File: src/rtl/frame_replay_tx_if.sv
// Pixel-stream and pixel-memory read bus between the frame replay transmitter
// and its memory / downstream receiver.
interface frame_replay_tx_if;
   logic [16:0] addr_out;
   logic [15:0] pixel_mem_in;
   logic        valid_pixel_out;
   logic [15:0] pixel_out;
   logic        frame_done_out;
   logic [10:0] hcount_out;
   logic [9:0]  vcount_out;

   modport master (
      output addr_out,
      input  pixel_mem_in,
      output valid_pixel_out,
      output pixel_out,
      output frame_done_out,
      output hcount_out,
      output vcount_out
   );

   modport slave (
      input  addr_out,
      output pixel_mem_in,
      input  valid_pixel_out,
      input  pixel_out,
      input  frame_done_out,
      input  hcount_out,
      input  vcount_out
   );
endinterface

File: src/rtl/frame_replay_tx.sv
// Replays a stored frame from pixel memory as a camera-style pixel stream:
// one valid pulse per pixel, line/frame blanking, and a one-cycle frame-done strobe.
module frame_replay_tx #(
   parameter int H_ACTIVE    = 320,
   parameter int V_ACTIVE    = 240,
   parameter int MEM_LATENCY = 2,
   parameter int VALID_HIGH  = 2,
   parameter int VALID_LOW   = 2,
   parameter int LINE_BLANK  = 16,
   parameter int FRAME_BLANK = 64
) (
   input  logic               system_clk_in,
   input  logic               rst_in,
   input  logic               start_in,
   input  logic               continuous_in,
   output logic               busy_out,
   frame_replay_tx_if.master  px
);

   localparam logic [2:0] S_IDLE   = 3'd0;
   localparam logic [2:0] S_FETCH  = 3'd1;
   localparam logic [2:0] S_HIGH   = 3'd2;
   localparam logic [2:0] S_LOW    = 3'd3;
   localparam logic [2:0] S_LBLANK = 3'd4;
   localparam logic [2:0] S_FDONE  = 3'd5;
   localparam logic [2:0] S_FBLANK = 3'd6;

   // Shared timer is loaded with (duration-1) on state entry and exits at zero.
   localparam logic [15:0] LD_FETCH  = 16'(MEM_LATENCY - 1);
   localparam logic [15:0] LD_HIGH   = 16'(VALID_HIGH - 1);
   localparam logic [15:0] LD_LOW    = 16'(VALID_LOW - 1);
   localparam logic [15:0] LD_LBLANK = 16'(LINE_BLANK - 1);
   localparam logic [15:0] LD_FBLANK = 16'(FRAME_BLANK - 1);
   localparam logic [10:0] X_LAST    = 11'(H_ACTIVE - 1);
   localparam logic [9:0]  Y_LAST    = 10'(V_ACTIVE - 1);

   logic [2:0]  state;
   logic [15:0] cnt;
   logic [10:0] x;
   logic [9:0]  y;
   logic        cnt_zero;

   assign cnt_zero = (cnt == 16'd0);
   assign busy_out = (state != S_IDLE);

   always_ff @(posedge system_clk_in) begin
      if (rst_in) begin
         state              <= S_IDLE;
         cnt                <= 16'd0;
         x                  <= 11'd0;
         y                  <= 10'd0;
         px.addr_out        <= 17'd0;
         px.valid_pixel_out <= 1'b0;
         px.pixel_out       <= 16'd0;
         px.frame_done_out  <= 1'b0;
         px.hcount_out      <= 11'd0;
         px.vcount_out      <= 10'd0;
      end else begin
         px.frame_done_out <= 1'b0;
         case (state)
            S_IDLE: begin
               if (start_in) begin
                  state       <= S_FETCH;
                  cnt         <= LD_FETCH;
                  x           <= 11'd0;
                  y           <= 10'd0;
                  px.addr_out <= 17'd0;
               end
            end
            S_FETCH: begin
               if (cnt_zero) begin
                  state              <= S_HIGH;
                  cnt                <= LD_HIGH;
                  px.pixel_out       <= px.pixel_mem_in;
                  px.hcount_out      <= x;
                  px.vcount_out      <= y;
                  px.valid_pixel_out <= 1'b1;
               end else begin
                  cnt <= cnt - 16'd1;
               end
            end
            S_HIGH: begin
               if (cnt_zero) begin
                  state              <= S_LOW;
                  cnt                <= LD_LOW;
                  px.valid_pixel_out <= 1'b0;
               end else begin
                  cnt <= cnt - 16'd1;
               end
            end
            S_LOW: begin
               if (!cnt_zero) begin
                  cnt <= cnt - 16'd1;
               end else if (x != X_LAST) begin
                  state       <= S_FETCH;
                  cnt         <= LD_FETCH;
                  x           <= x + 11'd1;
                  px.addr_out <= px.addr_out + 17'd1;
               end else if (y != Y_LAST) begin
                  state       <= S_LBLANK;
                  cnt         <= LD_LBLANK;
                  x           <= 11'd0;
                  y           <= y + 10'd1;
                  px.addr_out <= px.addr_out + 17'd1;
               end else begin
                  state             <= S_FDONE;
                  px.frame_done_out <= 1'b1;
               end
            end
            S_LBLANK: begin
               if (cnt_zero) begin
                  state <= S_FETCH;
                  cnt   <= LD_FETCH;
               end else begin
                  cnt <= cnt - 16'd1;
               end
            end
            S_FDONE: begin
               state <= S_FBLANK;
               cnt   <= LD_FBLANK;
            end
            S_FBLANK: begin
               if (!cnt_zero) begin
                  cnt <= cnt - 16'd1;
               end else if (continuous_in) begin
                  state       <= S_FETCH;
                  cnt         <= LD_FETCH;
                  x           <= 11'd0;
                  y           <= 10'd0;
                  px.addr_out <= 17'd0;
               end else begin
                  state <= S_IDLE;
               end
            end
            default: state <= S_IDLE;
         endcase
      end
   end

endmodule

File: src/flat_wrapper.sv
// flat-port wrapper written by rule: the top's interface ports become plain ports
module frame_replay_tx_flat 
#(
   parameter int H_ACTIVE    = 320,
   parameter int V_ACTIVE    = 240,
   parameter int MEM_LATENCY = 2,
   parameter int VALID_HIGH  = 2,
   parameter int VALID_LOW   = 2,
   parameter int LINE_BLANK  = 16,
   parameter int FRAME_BLANK = 64
)
  (system_clk_in, rst_in, start_in, continuous_in, busy_out, px_addr_out, px_pixel_mem_in, px_valid_pixel_out, px_pixel_out, px_frame_done_out, px_hcount_out, px_vcount_out);
  frame_replay_tx_if px_i ();
  input  logic system_clk_in;
  input  logic rst_in;
  input  logic start_in;
  input  logic continuous_in;
  output logic busy_out;
  output wire logic [$bits(px_i.addr_out)-1:0] px_addr_out;
  input wire logic [$bits(px_i.pixel_mem_in)-1:0] px_pixel_mem_in;
  output wire logic [$bits(px_i.valid_pixel_out)-1:0] px_valid_pixel_out;
  output wire logic [$bits(px_i.pixel_out)-1:0] px_pixel_out;
  output wire logic [$bits(px_i.frame_done_out)-1:0] px_frame_done_out;
  output wire logic [$bits(px_i.hcount_out)-1:0] px_hcount_out;
  output wire logic [$bits(px_i.vcount_out)-1:0] px_vcount_out;
  assign px_addr_out = px_i.addr_out;
  assign px_i.pixel_mem_in = px_pixel_mem_in;
  assign px_valid_pixel_out = px_i.valid_pixel_out;
  assign px_pixel_out = px_i.pixel_out;
  assign px_frame_done_out = px_i.frame_done_out;
  assign px_hcount_out = px_i.hcount_out;
  assign px_vcount_out = px_i.vcount_out;
  frame_replay_tx #(.H_ACTIVE(H_ACTIVE), .V_ACTIVE(V_ACTIVE), .MEM_LATENCY(MEM_LATENCY), .VALID_HIGH(VALID_HIGH), .VALID_LOW(VALID_LOW), .LINE_BLANK(LINE_BLANK), .FRAME_BLANK(FRAME_BLANK)) u_core (.system_clk_in(system_clk_in), .rst_in(rst_in), .start_in(start_in), .continuous_in(continuous_in), .busy_out(busy_out), .px(px_i));
endmodule
File: config.mk
export PLATFORM = sky130hd
export DESIGN_NAME = frame_replay_tx_flat
export DESIGN_NICKNAME = d
export VERILOG_FILES = /design/src/rtl/frame_replay_tx_if.sv /design/src/rtl/frame_replay_tx.sv /design/src/flat_wrapper.sv
export SDC_FILE = /design/constraint.sdc
export NUM_CORES = 1
export LEC_CHECK = 0
export CORE_UTILIZATION = 45
export DETAILED_ROUTE_END_ITERATION = 16
export PLACE_DENSITY = 0.72
export SLEW_MARGIN = 20
export SYNTH_ARGS = -nofsm -noshare
export SYNTH_HDL_FRONTEND = slang
export SYNTH_SLANG_ARGS = --single-unit
File: constraint.sdc
create_clock -name system_clk_in -period 2.05 [get_ports system_clk_in]
set_input_delay 0.205 -clock system_clk_in [delete_from_list [all_inputs] [get_ports system_clk_in]]
set_output_delay 0.205 -clock system_clk_in [all_outputs]
set_load 0.02 [all_outputs]
Yosys cells after proc, flatten, opt, wreduce, memory -nomap -nowiden
Index checks and enable logic that the tools add are counted.

Reduce and logical (&&, ||, !) cells: 14. Muxes and demuxes: 43. $add $sub $neg: 4. Eq/ne operators: 20. Bitwise gates (word level): 2.

Operators with widths (number): $mux W16 (7); $mux W17 (6); $pmux W16 S5 (1); $mux W11 (6); $mux W10 (6); $pmux W17 S3 (1); $pmux W11 S3 (1); $pmux W10 S3 (1); $mux W3 (7); $pmux W3 S7 (1); $add A17 B1 Y17 const B (1); $logic_not A16 Y1 (1); $sub A16 B1 Y16 const B (1); $ne A2 B1 Y1 const B (6); $reduce_and A6 Y1 (2); $add A11 B1 Y11 const B (1); $ne A11 B9 Y1 const B (1); $add A10 B1 Y10 const B (1); $ne A10 B8 Y1 const B (1); $eq A3 B3 Y1 const B (3); $reduce_and A7 Y1 (1); $eq A3 B2 Y1 const B (2); $ne A2 B2 Y1 const B (3); $reduce_bool A3 Y1 (2); other kinds (15) (20).

Flip-flop bits (word level): 96. Bits of input ports: 20. Output and inout bits: 57. Word-level logic and storage cells: 93.

Longest topological paths before layout
Depth after elaboration: 5. Mapped depth: 10.

Least setup slack after synthesis
No wires, ideal clock.

Path kind: register to register. From: register u_core.cnt[0]. To: register u_core.cnt[10]. Clock period less this slack: 2.112 ns. Stages on the path, launching flop included: 8. Setup time: 0.091 ns. Arrival: 2.021 ns. Slack: -0.062 ns. Cell sequence: dfxtp_1 inv_1 ha_1 or4b_1 or4_1 nor3_1 a21oi_1 a311oi_1.

Longest elaborated chain between the ends: 3. Elaborated cells on any way between the ends: 9. Classes of those cells: 1 x add/sub; 2 x eq/ne; 4 x mux; 2 x reduce/logical.

Ends and longest elaborated chain: from (decl) (RTL line frame_replay_tx.sv:38) `logic [15:0] cnt;`; from (signal assigned) (RTL line frame_replay_tx.sv:79) `cnt <= cnt - 16'd1;`; from (signal assigned) (RTL line frame_replay_tx.sv:88) `cnt <= cnt - 16'd1;`; from (signal assigned) (RTL line frame_replay_tx.sv:93) `cnt <= cnt - 16'd1;`; $sub A16 B1 Y16 / $logic_not A16 Y1 (equally long branches); $mux W16 (tied with other cells) (RTL line frame_replay_tx.sv:123) `if (!cnt_zero) begin`; $pmux W16 S5 / $reduce_and A4 Y1 (equally long branches).

Several ways; a longest one is shown, not always the timed one. A chain may end at the register's enable or synchronous reset.

Final worst setup path
From: register u_core.cnt[1]. To: register u_core.y[2].

Longest elaborated chain between the ends: 3. Elaborated cells on any way between the ends: 4. Classes of those cells: 2 x eq/ne; 2 x reduce/logical.

Ends and longest elaborated chain: $logic_not A16 Y1 (*) (RTL line frame_replay_tx.sv:43) `assign cnt_zero = (cnt == 16'd0);`; $ne A2 B1 Y1 (no line); $reduce_and A7 Y1 (no line) (*); to (signal assigned) (RTL line frame_replay_tx.sv:103) `y <= y + 10'd1;`; to (decl) (RTL line frame_replay_tx.sv:40) `logic [9:0] y;`.

Every way passes the cells marked *; elsewhere a longest branch is shown, timed or not.

==> run_results.csv <==
group,metric,value,unit
setup_path,crit_path_end_kind,"flop",
synth,ys_seq_area_share,42.0,%
synth,synth.most_common_cell,"nand2_1",
timing,whs,377,ps
timing,fin_skew,9.12,ps
floorplan,die_area,10600,sq um
synth,syn_inst,565,
route,wl,13.2,mm
power,vdd_drop_max,980,uV
min_path,min_path_type,"input pin to flop",
timing,rsz0062_at_grt,"true",
route,vias_per_cell,5.81,
timing,min_period,2130,ps
timing,setup_viol,33,
route,wl_per_cell,16.1,um
synth,synth_flop_cell,"dfxtp_1",
clock_tree,clkTransAtPathRegs,90,ps
final_layout,multi_input_comb_area,2850,sq um
clock_tree,ctsHoldBuffers,0,
synth,synth_edf_count,0,
timing,setup_slack,-85.0,ps
timing,fin_crit_sh,104,%
clock_tree,cts_buffer_depth,2,
floorplan,design.core.area,9820,sq um
clock_tree,clock_sinks,96,
setup_path,arrival,2450,ps
setup_path,path_cells,"inv_2, ha_4, nor4b_4, and4_4, o211ai_4, buf_6, buf_16, or4_4, a21oi_2",
setup_path,cpPeakStageDelay,420,ps
floorplan,die_h,103,um
global_route,antenna_found_initial,0,
setup_path,cp_max_fo,15,
synth,syn_area_per_cell,8.09,sq um
power,p_per_area,1310,nW/um^2
setup_path,required,2360,ps
synth,synthArstFlopShare,0,%
floorplan,rows,36,
global_route,grt_start_max_net_pins,42,
route,drtIter0Drc,186,
global_route,grt_pass1_vias,4262,
timing,worstMarginPinSlew,451,ps
setup_path,critPathTopFamily,"simple AND/OR/NAND/NOR gates",
global_route,overflow,0,
final_layout,seqCellArea,1930,sq um
synth,syn-cell-area,4570,sq um
synth,synthTopCellsByArea,"dfxtp_1 (42%), a21oi_1 (9.2%), nand2_1 (8.2%), o31ai_1 (5.1%), or4_1 (4.4%)",
global_route,grt_pass1_wl,20.0,mm
route,first_pass_iters,4,
power,p_leak,2.18,nW
flow_run,maxCapViolations,0,
clock_tree,cts_max_level,3,
outcome,status,"complete, but fails checks",
final_layout,n_antenna_cell,0,
synth,synth.largest_area_cell,"dfxtp_1",
route,vias,4778,
route,post-route-drc-count,0,
place,dp_cells,793,
timing,clock.fmax,468,MHz
route,ant_nets,0,
clock_tree,cts_tree,"yes",
timing,max_slew_margin,70.0,%
setup_path,critPathBufInv,3,
final_layout,stdcell_count,822,
final_layout,nNetsFinal,709,
final_layout,syn_to_final_growth,45.4,%
global_route,grt_use_total,24.1,%
place,port_buffers,76,
synth,ys_types,55,
synth,synth_common_cells,"nand2_1 (100), dfxtp_1 (96), a21oi_1 (84)",
place,gp_congestion,0.837,
synth,synth_warnings,0,
synth,syn_nets,590,
clock_tree,cts_buffers,9,
clock_tree,clock_latency,370,ps
floorplan,die-width,103,um
floorplan,start_util,46.6,%
final_layout,final_layout_size_suffix_gt1_share,24.2,%
timing,slew_violations,0,
synth,synth.top_cell.area_share,42.0,%
place,dp_hpwl,8.11,mm
floorplan,pin_count,77,
clock_tree,cts-root-buf,"clkbuf_8",
synth,ys_ff_latch,96,
setup_path,crit_path_top_delay_cell,"or4_4",
outcome,violations,"setup timing",
final_layout,fillers,830,
setup_path,worstSetupPathType,"flop to flop",
timing,hold_violations,0,
setup_path,critPathLaunchType,"flop",
==> power breakdown <==
group | leakage [nW] | internal, mW | switching, mW
clock | 0.0920 | 0.558 | 0.669
combinational | 1.31 | 2.31 | 2.82
sequential | 0.777 | 2.13 | 0.243
total | 2.18 | 5.00 | 3.73
==> flip-flops by register name, summed over array words and instances (netlist names) <==
register and flops:
u_core.px.addr_out 17, u_core.y 10, u_core.px.vcount_out 10, u_core.px.valid_pixel_out 1
u_core.state 3, u_core.px.pixel_out 16, u_core.cnt 16, u_core.px.frame_done_out 1
u_core.px.hcount_out 11, u_core.x 11
==> area by class of cell <==
class                   instances  share of cell area (%)
repair buffers                150                    22.4
inverters                       8                   0.489
multi-input cells             419                    42.8
well taps                     133                    2.50
flip-flops and latches         96                    29.0
clock inverters                 6                   0.903
clock buffers                  10                    1.92
==> what timing repair did <==
item / 4_1_cts / 5_1_grt
cloned: 3 / 4
resized for setup: 22 / 78
setup buffers: 3 / 3
hold endpoints to repair: 0 / 0
pin swaps: 9 / 42
endpoints found under the setup margin: 87 / 88
==> layer usage <==
metal / vias to the layer above / wire length (um) / share of wire (%) / global-route usage [%]
met2: 126 / 6190 / 47 / 38.3
li1: 2348 / - / - / -
met5: - / 0 / 0 / 0
met1: 2293 / 6220 / 47 / 33.2
met3: 11 / 628 / 4.8 / 3.73
met4: 0 / 155 / 1.2 / 9.10
==> worst register-to-register path, delay by kind of cell (launching register included) <==
kind	cells	cell delay, ps
AO/OA/AOI/OAI	2	270
adder cells (fa/ha/maj)	1	140
buffers and inverters	3	410
flip-flops	1	340
AND/OR/NAND/NOR	3	930
==> kinds of logic after synthesis <==
kind of cell / share of synthesized area (%)
xor+xnor: 0.383
simple gates: 28.1
compound gates: 22.8
flops: 42.0
fa+ha+maj: 1.37
buf+inv: 4.87
mux: 0.438
==> layout by cell type, fill, tap and decap left out, types with 6 or more instances in the layout <==
master / synthesis / routed
nand3b_1: 6 / 6
nand3_1: 14 / 14
a21oi_2: 0 / 13
a311oi_2: 0 / 7
a21oi_1: 84 / 71
nand2_1: 100 / 100
or4_1: 27 / 15
clkbuf_8: 0 / 9
buf_12: 0 / 6
dfxtp_1: 96 / 92
buf_4: 1 / 56
o31ai_4: 0 / 6
nor3_1: 14 / 12
nand4_1: 18 / 18
nor2_1: 20 / 18
or4_4: 0 / 12
o31ai_1: 31 / 18
o21ai_0: 14 / 11
buf_6: 2 / 7
o31ai_2: 0 / 7
clkdlybuf4s50_1: 0 / 74
==> per-stage QoR <==
step           area [sq um]  worst slack, ps  setup TNS, ps  power [mW]  utilization, %
2_1_floorplan          4590            -20.8          -20.8        4.81               -
3_3_place_gp           5850             -165          -5140        6.26            59.6
3_5_place_dp           5850             -224          -9060        6.38            59.6
4_1_cts                6220            -32.4           -274        8.13            63.4
5_1_grt                6650             -151          -8300        9.21            67.7
6_report               6650            -85.0          -1360        8.73            67.7
==> path summary, 6_finish.rpt <==
| path | startpoint | endpoint | slack (ps) | depth (start not counted) |
|---|---|---|---|---|
| worst min-delay path | px_pixel_mem_in[7] | u_core.px.pixel_out[7] | 380 | 3 |
| worst max-delay path | u_core.cnt[1] | u_core.y[2] | -80 | 9 |
| worst max register to register | u_core.cnt[1] | u_core.y[2] | -80 | 9 |
| worst min register to register | u_core.px.pixel_out[10] | u_core.px.pixel_out[10] | 450 | 2 |
Note: power is estimated with default switching activity, not from simulation.
